`config.mk`:
```
export PLATFORM = sky130hd
export DESIGN_NAME = seq_det_ctrl_flat
export DESIGN_NICKNAME = d
export VERILOG_FILES = /design/src/rtl/seq_det_ctrl_if.sv /design/src/rtl/seq_det_ctrl.sv /design/src/flat_wrapper.sv
export SDC_FILE = /design/constraint.sdc
export NUM_CORES = 1
export LEC_CHECK = 0
export ABC_CLOCK_PERIOD_IN_PS = 2600
export CORE_MARGIN = 2
export CORE_UTILIZATION = 49
export CTS_BUF_LIST = sky130_fd_sc_hd__clkbuf_4 sky130_fd_sc_hd__clkbuf_8
export DETAILED_ROUTE_END_ITERATION = 6
export HOLD_SLACK_MARGIN = 0.06
export MAX_ROUTING_LAYER = met4
export PLACE_DENSITY = 0.78
export SYNTH_ARGS = -nofsm -noshare
export SYNTH_HDL_FRONTEND = slang
export SYNTH_SLANG_ARGS = --single-unit
```
`constraint.sdc`:
```
create_clock -name clk -period 2.6 [get_ports clk]
set_input_delay 0.39 -clock clk [delete_from_list [all_inputs] [get_ports clk]]
set_output_delay 0.39 -clock clk [all_outputs]
set_load 0.01 [all_outputs]
```
`src/rtl/seq_det_ctrl_if.sv`:
```
// Configuration handshake bundle for seq_det_ctrl.
//   master : host side, drives cfg_valid/cfg_pattern/cfg_len/cfg_overlap/cfg_target,
//            receives cfg_ready
//   slave  : controller side, the reverse
// cfg_pattern[len-1] is the first serial bit expected, cfg_pattern[0] the last.
interface seq_det_ctrl_if #(
    parameter int PAT_W = 4,
    parameter int CNT_W = 8
);
    localparam int LEN_W = $clog2(PAT_W) + 1;

    logic             cfg_valid;
    logic             cfg_ready;
    logic [PAT_W-1:0] cfg_pattern;
    logic [LEN_W-1:0] cfg_len;
    logic             cfg_overlap;
    logic [CNT_W-1:0] cfg_target;

    modport master (
        output cfg_valid, cfg_pattern, cfg_len, cfg_overlap, cfg_target,
        input  cfg_ready
    );

    modport slave (
        input  cfg_valid, cfg_pattern, cfg_len, cfg_overlap, cfg_target,
        output cfg_ready
    );
endinterface

```
`src/rtl/seq_det_ctrl.sv`:
```
// seq_det_ctrl: run-time programmable Moore serial sequence detector controller.
// Holds pattern/length/overlap/target, arms on start, shifts x every RUN cycle,
// pulses z one cycle after the final pattern bit and counts matches.
// Ports:
//   clk, rst      clock, asynchronous active-high reset
//   cfg           seq_det_ctrl_if.slave configuration handshake (accepted in IDLE only)
//   start, abort  arm detection / force return to IDLE
//   x             serial input bit
//   z             registered match pulse
//   busy, done    high in RUN / one-cycle pulse in DONE
//   match_cnt     matches in the current run (saturating)
//   timeout       one-cycle pulse on RUN idle timeout
// Optional feature: define SEQ_CTRL_TIMEOUT_EN to enable the RUN idle watchdog;
// otherwise timeout is tied to 0 and RUN lasts until target or abort.
module seq_det_ctrl #(
    parameter int PAT_W   = 4,
    parameter int CNT_W   = 8,
    parameter int TIMEOUT = 1000
) (
    input  logic                clk,
    input  logic                rst,
    seq_det_ctrl_if.slave       cfg,
    input  logic                start,
    input  logic                abort,
    input  logic                x,
    output logic                z,
    output logic                busy,
    output logic                done,
    output logic [CNT_W-1:0]    match_cnt,
    output logic                timeout
);
    localparam int LEN_W = $clog2(PAT_W) + 1;
    localparam logic [LEN_W-1:0] LEN_MAX = LEN_W'(PAT_W);

    typedef enum logic [1:0] {IDLE, RUN, DONE} state_t;

    state_t           state;
    logic [PAT_W-1:0] pattern;
    logic [LEN_W-1:0] len;
    logic             overlap;
    logic [CNT_W-1:0] target;
    logic [PAT_W-1:0] hist;
    logic [LEN_W-1:0] fill;
    // Set by the match that reaches target: RUN holds one more cycle (z/busy
    // visible together) before DONE, and x is ignored during that cycle.
    logic             fin;

    logic [PAT_W-1:0] hist_nxt;
    logic [PAT_W-1:0] mask;
    logic [LEN_W-1:0] fill_nxt;
    logic [CNT_W-1:0] cnt_nxt;
    logic             hit;

`ifdef SEQ_CTRL_TIMEOUT_EN
    localparam int TO_W = $clog2(TIMEOUT + 1);
    logic [TO_W-1:0] tcnt;
    logic            timeout_r;
    assign timeout = timeout_r;
`else
    assign timeout = 1'b0;
`endif

    // State decodes of the registered FSM state.
    assign cfg.cfg_ready = (state == IDLE);
    assign busy          = (state == RUN);
    assign done          = (state == DONE);

    // Match is evaluated on the history as it will be after this cycle's shift.
    always_comb begin
        mask = '0;
        for (int unsigned i = 0; i < PAT_W; i++) begin
            mask[i] = (i < 32'(len));
        end
        hist_nxt = {hist[PAT_W-2:0], x};
        fill_nxt = (fill < LEN_MAX) ? fill + 1'b1 : fill;
        hit      = (fill_nxt >= len) && ((hist_nxt & mask) == (pattern & mask));
        cnt_nxt  = (match_cnt == '1) ? match_cnt : match_cnt + 1'b1;
    end

    always_ff @(posedge clk or posedge rst) begin
        if (rst) begin
            state     <= IDLE;
            pattern   <= '0;
            len       <= LEN_MAX;
            overlap   <= 1'b0;
            target    <= '0;
            hist      <= '0;
            fill      <= '0;
            fin       <= 1'b0;
            match_cnt <= '0;
            z         <= 1'b0;
`ifdef SEQ_CTRL_TIMEOUT_EN
            tcnt      <= '0;
            timeout_r <= 1'b0;
`endif
        end else begin
            z <= 1'b0;
`ifdef SEQ_CTRL_TIMEOUT_EN
            timeout_r <= 1'b0;
`endif
            // Capture happens before the start decision, so a same-cycle
            // cfg_valid + start runs with the new configuration.
            if (cfg.cfg_valid && state == IDLE) begin
                pattern <= cfg.cfg_pattern;
                len     <= (cfg.cfg_len == '0 || cfg.cfg_len > LEN_MAX) ? LEN_MAX : cfg.cfg_len;
                overlap <= cfg.cfg_overlap;
                target  <= cfg.cfg_target;
            end

            if (abort) begin
                state <= IDLE;
                fill  <= '0;
                fin   <= 1'b0;
            end else begin
                case (state)
                    IDLE: begin
                        if (start) begin
                            state     <= RUN;
                            match_cnt <= '0;
                            hist      <= '0;
                            fill      <= '0;
                            fin       <= 1'b0;
`ifdef SEQ_CTRL_TIMEOUT_EN
                            tcnt      <= '0;
`endif
                        end
                    end
                    RUN: begin
                        if (fin) begin
                            state <= DONE;
                            fin   <= 1'b0;
                        end else begin
                            hist <= hist_nxt;
                            if (hit) begin
                                z         <= 1'b1;
                                match_cnt <= cnt_nxt;
                                fill      <= overlap ? fill_nxt : '0;
                                if (target != '0 && cnt_nxt == target) begin
                                    fin <= 1'b1;
                                end
`ifdef SEQ_CTRL_TIMEOUT_EN
                                tcnt <= '0;
`endif
                            end else begin
                                fill <= fill_nxt;
`ifdef SEQ_CTRL_TIMEOUT_EN
                                if (tcnt == TO_W'(TIMEOUT - 1)) begin
                                    state     <= IDLE;
                                    timeout_r <= 1'b1;
                                end else begin
                                    tcnt <= tcnt + 1'b1;
                                end
`endif
                            end
                        end
                    end
                    DONE: state <= IDLE;
                    default: state <= IDLE;
                endcase
            end
        end
    end
endmodule

```
`src/flat_wrapper.sv`:
```
// flat-port wrapper written by rule: the top's interface ports become plain ports
module seq_det_ctrl_flat 
#(
    parameter int PAT_W   = 4,
    parameter int CNT_W   = 8,
    parameter int TIMEOUT = 1000
)
  (clk, rst, start, abort, x, z, busy, done, match_cnt, timeout, cfg_cfg_valid, cfg_cfg_pattern, cfg_cfg_len, cfg_cfg_overlap, cfg_cfg_target, cfg_cfg_ready);
  seq_det_ctrl_if #(.PAT_W(PAT_W), .CNT_W(CNT_W)) cfg_i ();
  input  logic clk;
  input  logic rst;
  input  logic start;
  input  logic abort;
  input  logic x;
  output logic z;
  output logic busy;
  output logic done;
  output logic [CNT_W-1:0] match_cnt;
  output logic timeout;
  input wire logic [$bits(cfg_i.cfg_valid)-1:0] cfg_cfg_valid;
  input wire logic [$bits(cfg_i.cfg_pattern)-1:0] cfg_cfg_pattern;
  input wire logic [$bits(cfg_i.cfg_len)-1:0] cfg_cfg_len;
  input wire logic [$bits(cfg_i.cfg_overlap)-1:0] cfg_cfg_overlap;
  input wire logic [$bits(cfg_i.cfg_target)-1:0] cfg_cfg_target;
  output wire logic [$bits(cfg_i.cfg_ready)-1:0] cfg_cfg_ready;
  assign cfg_i.cfg_valid = cfg_cfg_valid;
  assign cfg_i.cfg_pattern = cfg_cfg_pattern;
  assign cfg_i.cfg_len = cfg_cfg_len;
  assign cfg_i.cfg_overlap = cfg_cfg_overlap;
  assign cfg_i.cfg_target = cfg_cfg_target;
  assign cfg_cfg_ready = cfg_i.cfg_ready;
  seq_det_ctrl #(.PAT_W(PAT_W), .CNT_W(CNT_W), .TIMEOUT(TIMEOUT)) u_core (.clk(clk), .rst(rst), .cfg(cfg_i), .start(start), .abort(abort), .x(x), .z(z), .busy(busy), .done(done), .match_cnt(match_cnt), .timeout(timeout));
endmodule
```
==> flow_summary.ini <==
[placement]
place.gp.congestion = 0.9001
detailedPlace.worstSlack_ns = -0.01406
placement.cell_area_um2 = 2491
place.detailed.instances = 307
place.detailed.hpwl_mm = 3.507
numPortBuffers = 33

[routing]
finalWirelength_mm = 4.595
antenna_violating_nets_post_route = 0
mean_routed_wirelength_per_cell_um = 14.59
drc = 0
drt-vias-per-instance = 5.790
vias = 1824
initialDrtViolationCount = 175
drtPass1Iterations = 4

[critical_path]
worst_setup_path_start_kind = register
critical_path_required_ns = 2.82
timing.setup.critical_path_class = register to register
worst-endpoint-arrival_ns = 2.83
worstPathMaxFanout = 5
crit_path_end_kind = register

[timing]
finClkSkew_ns = 0.002181
final_period_minus_worst_setup_slack_ns = 2.611
finalHoldViolCount = 0
tightest_slew_ns = 0.6124
timing.final.setup_violations = 1
fmax_mhz = 383.0
finalCritPeriodShare = 1.004
hold_slack_ns = 0.4012
setup_total_negative_slack_ns = -0.01107
slew_headroom = 0.5918
final_critical_path_setup_slack_ns = -0.01107
setup_repair_after_global_routing_missed_its_margin = true
max_slew_vio_count = 0

[clock_network]
post_cts_hold_buffer_count = 0
post_cts_buffers = 0
cts-buffers-inserted = 5
worstSkewPairLatency_ns = 0.28
clock-root-buffer = sky130_fd_sc_hd__clkbuf_8
clk_pin_slew_worst_paths_ns = 0.07
cts_tree = done
clock_tree.htree_level_count = 2
cts-root-to-sink-buffers = 2
cts.sink_count = 34

[synth]
syn_avg_cell_area_um2 = 9.196
synth_most_common_cell = sky130_fd_sc_hd__dfrtp_1
synth_cell_type_count = 49
async_flop_share = 1.000
netlist.top_cell.by_area = sky130_fd_sc_hd__dfrtp_1
synth.net_count = 248
synth_edf_count = 0
yosys.area.top_type_share = 0.4082
post_synth_inst_count = 220
synthTopCellsByArea = sky130_fd_sc_hd__dfrtp_1, sky130_fd_sc_hd__mux2_2, sky130_fd_sc_hd__o21ai_0
synth.yosys.warnings = 0
synth.cell_area_um2 = 2023
post_synth_most_frequent_cells = sky130_fd_sc_hd__dfrtp_1, sky130_fd_sc_hd__nand2_1, sky130_fd_sc_hd__o21ai_0, sky130_fd_sc_hd__inv_1
ys_ff_latch = 34
ys_dominant_reg_cell = sky130_fd_sc_hd__dfrtp_1
sequential_area_share_after_synthesis = 0.4212

[global_routing]
groute.layer.met1.usage = 0.3254
grt_pass1_vias = 1609
grt.overflow.total = 0
grt_first_pass_wirelength_mm = 7.728
grt.met2_usage = 0.3374
globalRouteTotalUtil = 0.2337
top_usage_layer = met2
pin_count_of_the_biggest_net_entering_global_routing = 24
antenna_violations_before_repair = 0
grt_util_met3 = 0.04112

[pwr]
cellLeakagePower_nw = 1.142
intPower_mw = 0.9361
power_per_cell_area_nw_per_um2 = 493.9
power.sequential.fraction = 0.485
pwr-share-clk = 0.318
combinationalPowerShare = 0.197
power_mw = 1.289
power.switching_fraction = 0.2738
reported_net_switching_power_mw = 0.3530
worst_ir_drop_vdd_uv = 376.7

[die]
core.rowCount = 23
floorplan.initialDensity = 0.5058
fp.dieArea_um2 = 4659
coreArea_um2 = 4000
die_y_um = 68.26
die_w_um = 68.26
io_pins = 35

[finish]
fin_cells = 315
antennaDiodeCount = 0
layout-drive-gt1-share = 0.1736
final_cell_area_um2 = 2610
nNetsFinal = 292
final_core_utilization = 0.6525
area_delta_synth_final_pct = 29.00
layout.filler_cells = 347

[status]
violations_in_the_final_reports = setup timing
run_status = complete, but fails checks

[run]
timing.max_cap.violations = 0

[worst_hold_path]
kind_of_path_behind_the_tightest_hold_check = input port to async pin
final timing paths:
kind / startpoint / cells past startpoint / slack (ns) / endpoint
worst min register to register: u_core.hist[2] / 2 / 0.50 / u_core.hist[2]
worst max register to register: u_core.fill[1] / 8 / -0.01 / u_core.match_cnt[5]
worst max-delay path: u_core.fill[1] / 8 / -0.01 / u_core.match_cnt[5]
max in group asynchronous: rst / 3 / 1.49 / u_core.len[2]
min in group clk: u_core.hist[2] / 2 / 0.50 / u_core.hist[2]
worst min-delay path: rst / 2 / 0.40 / u_core.target[7]
power by group through the flow:
| stage | Clock, mW | Sequential (mW) | Combinational [mW] |
|---|---|---|---|
| finish | 0.410 | 0.625 | 0.254 |
| global route | 0.443 | 0.632 | 0.285 |
| CTS | 0.414 | 0.624 | 0.253 |
| detailed placement | 0 | 0.634 | 0.245 |
| global placement | 0 | 0.631 | 0.239 |
| floorplan | 0 | 0.619 | 0.165 |
critical path, cell delays in order (launching register included):
cell	delay, ns
sky130_fd_sc_hd__dfrtp_1	0.38
sky130_fd_sc_hd__ha_1	0.30
sky130_fd_sc_hd__mux2_4	0.30
sky130_fd_sc_hd__ha_4	0.27
sky130_fd_sc_hd__a211oi_2	0.06
sky130_fd_sc_hd__or4_4	0.52
sky130_fd_sc_hd__or2_4	0.26
sky130_fd_sc_hd__or4_1	0.39
sky130_fd_sc_hd__nand3_1	0.07
cell usage in the layout (no fill, tap or decap), types with 3 or more instances in the layout:
master	instances
sky130_fd_sc_hd__nand2_1	17
sky130_fd_sc_hd__clkdlybuf4s50_1	33
sky130_fd_sc_hd__clkbuf_8	6
sky130_fd_sc_hd__ha_1	5
sky130_fd_sc_hd__dfrtp_1	33
sky130_fd_sc_hd__xor2_1	3
sky130_fd_sc_hd__nor2b_1	5
sky130_fd_sc_hd__buf_4	12
sky130_fd_sc_hd__mux2_2	12
sky130_fd_sc_hd__nand2b_1	5
sky130_fd_sc_hd__o22ai_1	3
sky130_fd_sc_hd__xnor2_1	6
sky130_fd_sc_hd__nor3_1	3
sky130_fd_sc_hd__nor2_1	12
sky130_fd_sc_hd__inv_1	14
sky130_fd_sc_hd__nand3_1	10
sky130_fd_sc_hd__a21o_1	4
sky130_fd_sc_hd__nor4_1	3
sky130_fd_sc_hd__a21oi_1	9
sky130_fd_sc_hd__and3_1	4
sky130_fd_sc_hd__nand4_1	4
sky130_fd_sc_hd__a31oi_1	3
sky130_fd_sc_hd__o21ai_0	15
logic make-up (layout without fill, tap and decap cells):
kind of cell | after synthesis | after routing | share of synthesized area
xor+xnor | 9 | 9 | 0.03896
simple gates | 76 | 76 | 0.1954
fa+ha+maj | 6 | 6 | 0.03710
mux | 13 | 13 | 0.07236
other cells | 1 | 1 | 0.001854
buf+inv | 23 | 68 | 0.04515
compound gates | 58 | 58 | 0.1880
flops | 34 | 34 | 0.4212
per-layer routing:
layer / share of wire / up-vias
met5: 0 / -
met4: 0.016 / 0
met3: 0.066 / 8
met2: 0.46 / 57
met1: 0.46 / 872
li1: - / 887
sequential cells by signal (all words and copies together), names as in the netlist:
name              count
u_core.state          2
u_core.fin            1
u_core.z              1
u_core.len            3
u_core.overlap        1
u_core.hist           3
u_core.fill           3
u_core.target         8
u_core.match_cnt      8
u_core.pattern        4
what timing repair did:
item | in CTS | in global routing
cloned | 0 | 0
setup endpoints to repair | 2 | 8
resized for setup | 2 | 4
cell type report:
| class | count | area (um2) | area share |
|---|---|---|---|
| Timing Repair Buffer | 46 | 431.7 | 0.1654 |
| Inverter | 14 | 52.55 | 0.02013 |
| Clock buffer | 7 | 90.09 | 0.03452 |
| Tap cell | 50 | 62.56 | 0.02397 |
| Multi-Input combinational cell | 163 | 1116 | 0.4276 |
| Clock inverter | 1 | 5.005 | 0.001918 |
| Sequential cell | 34 | 852.1 | 0.3265 |
No activity file was read; power rests on OpenSTA's default activity.
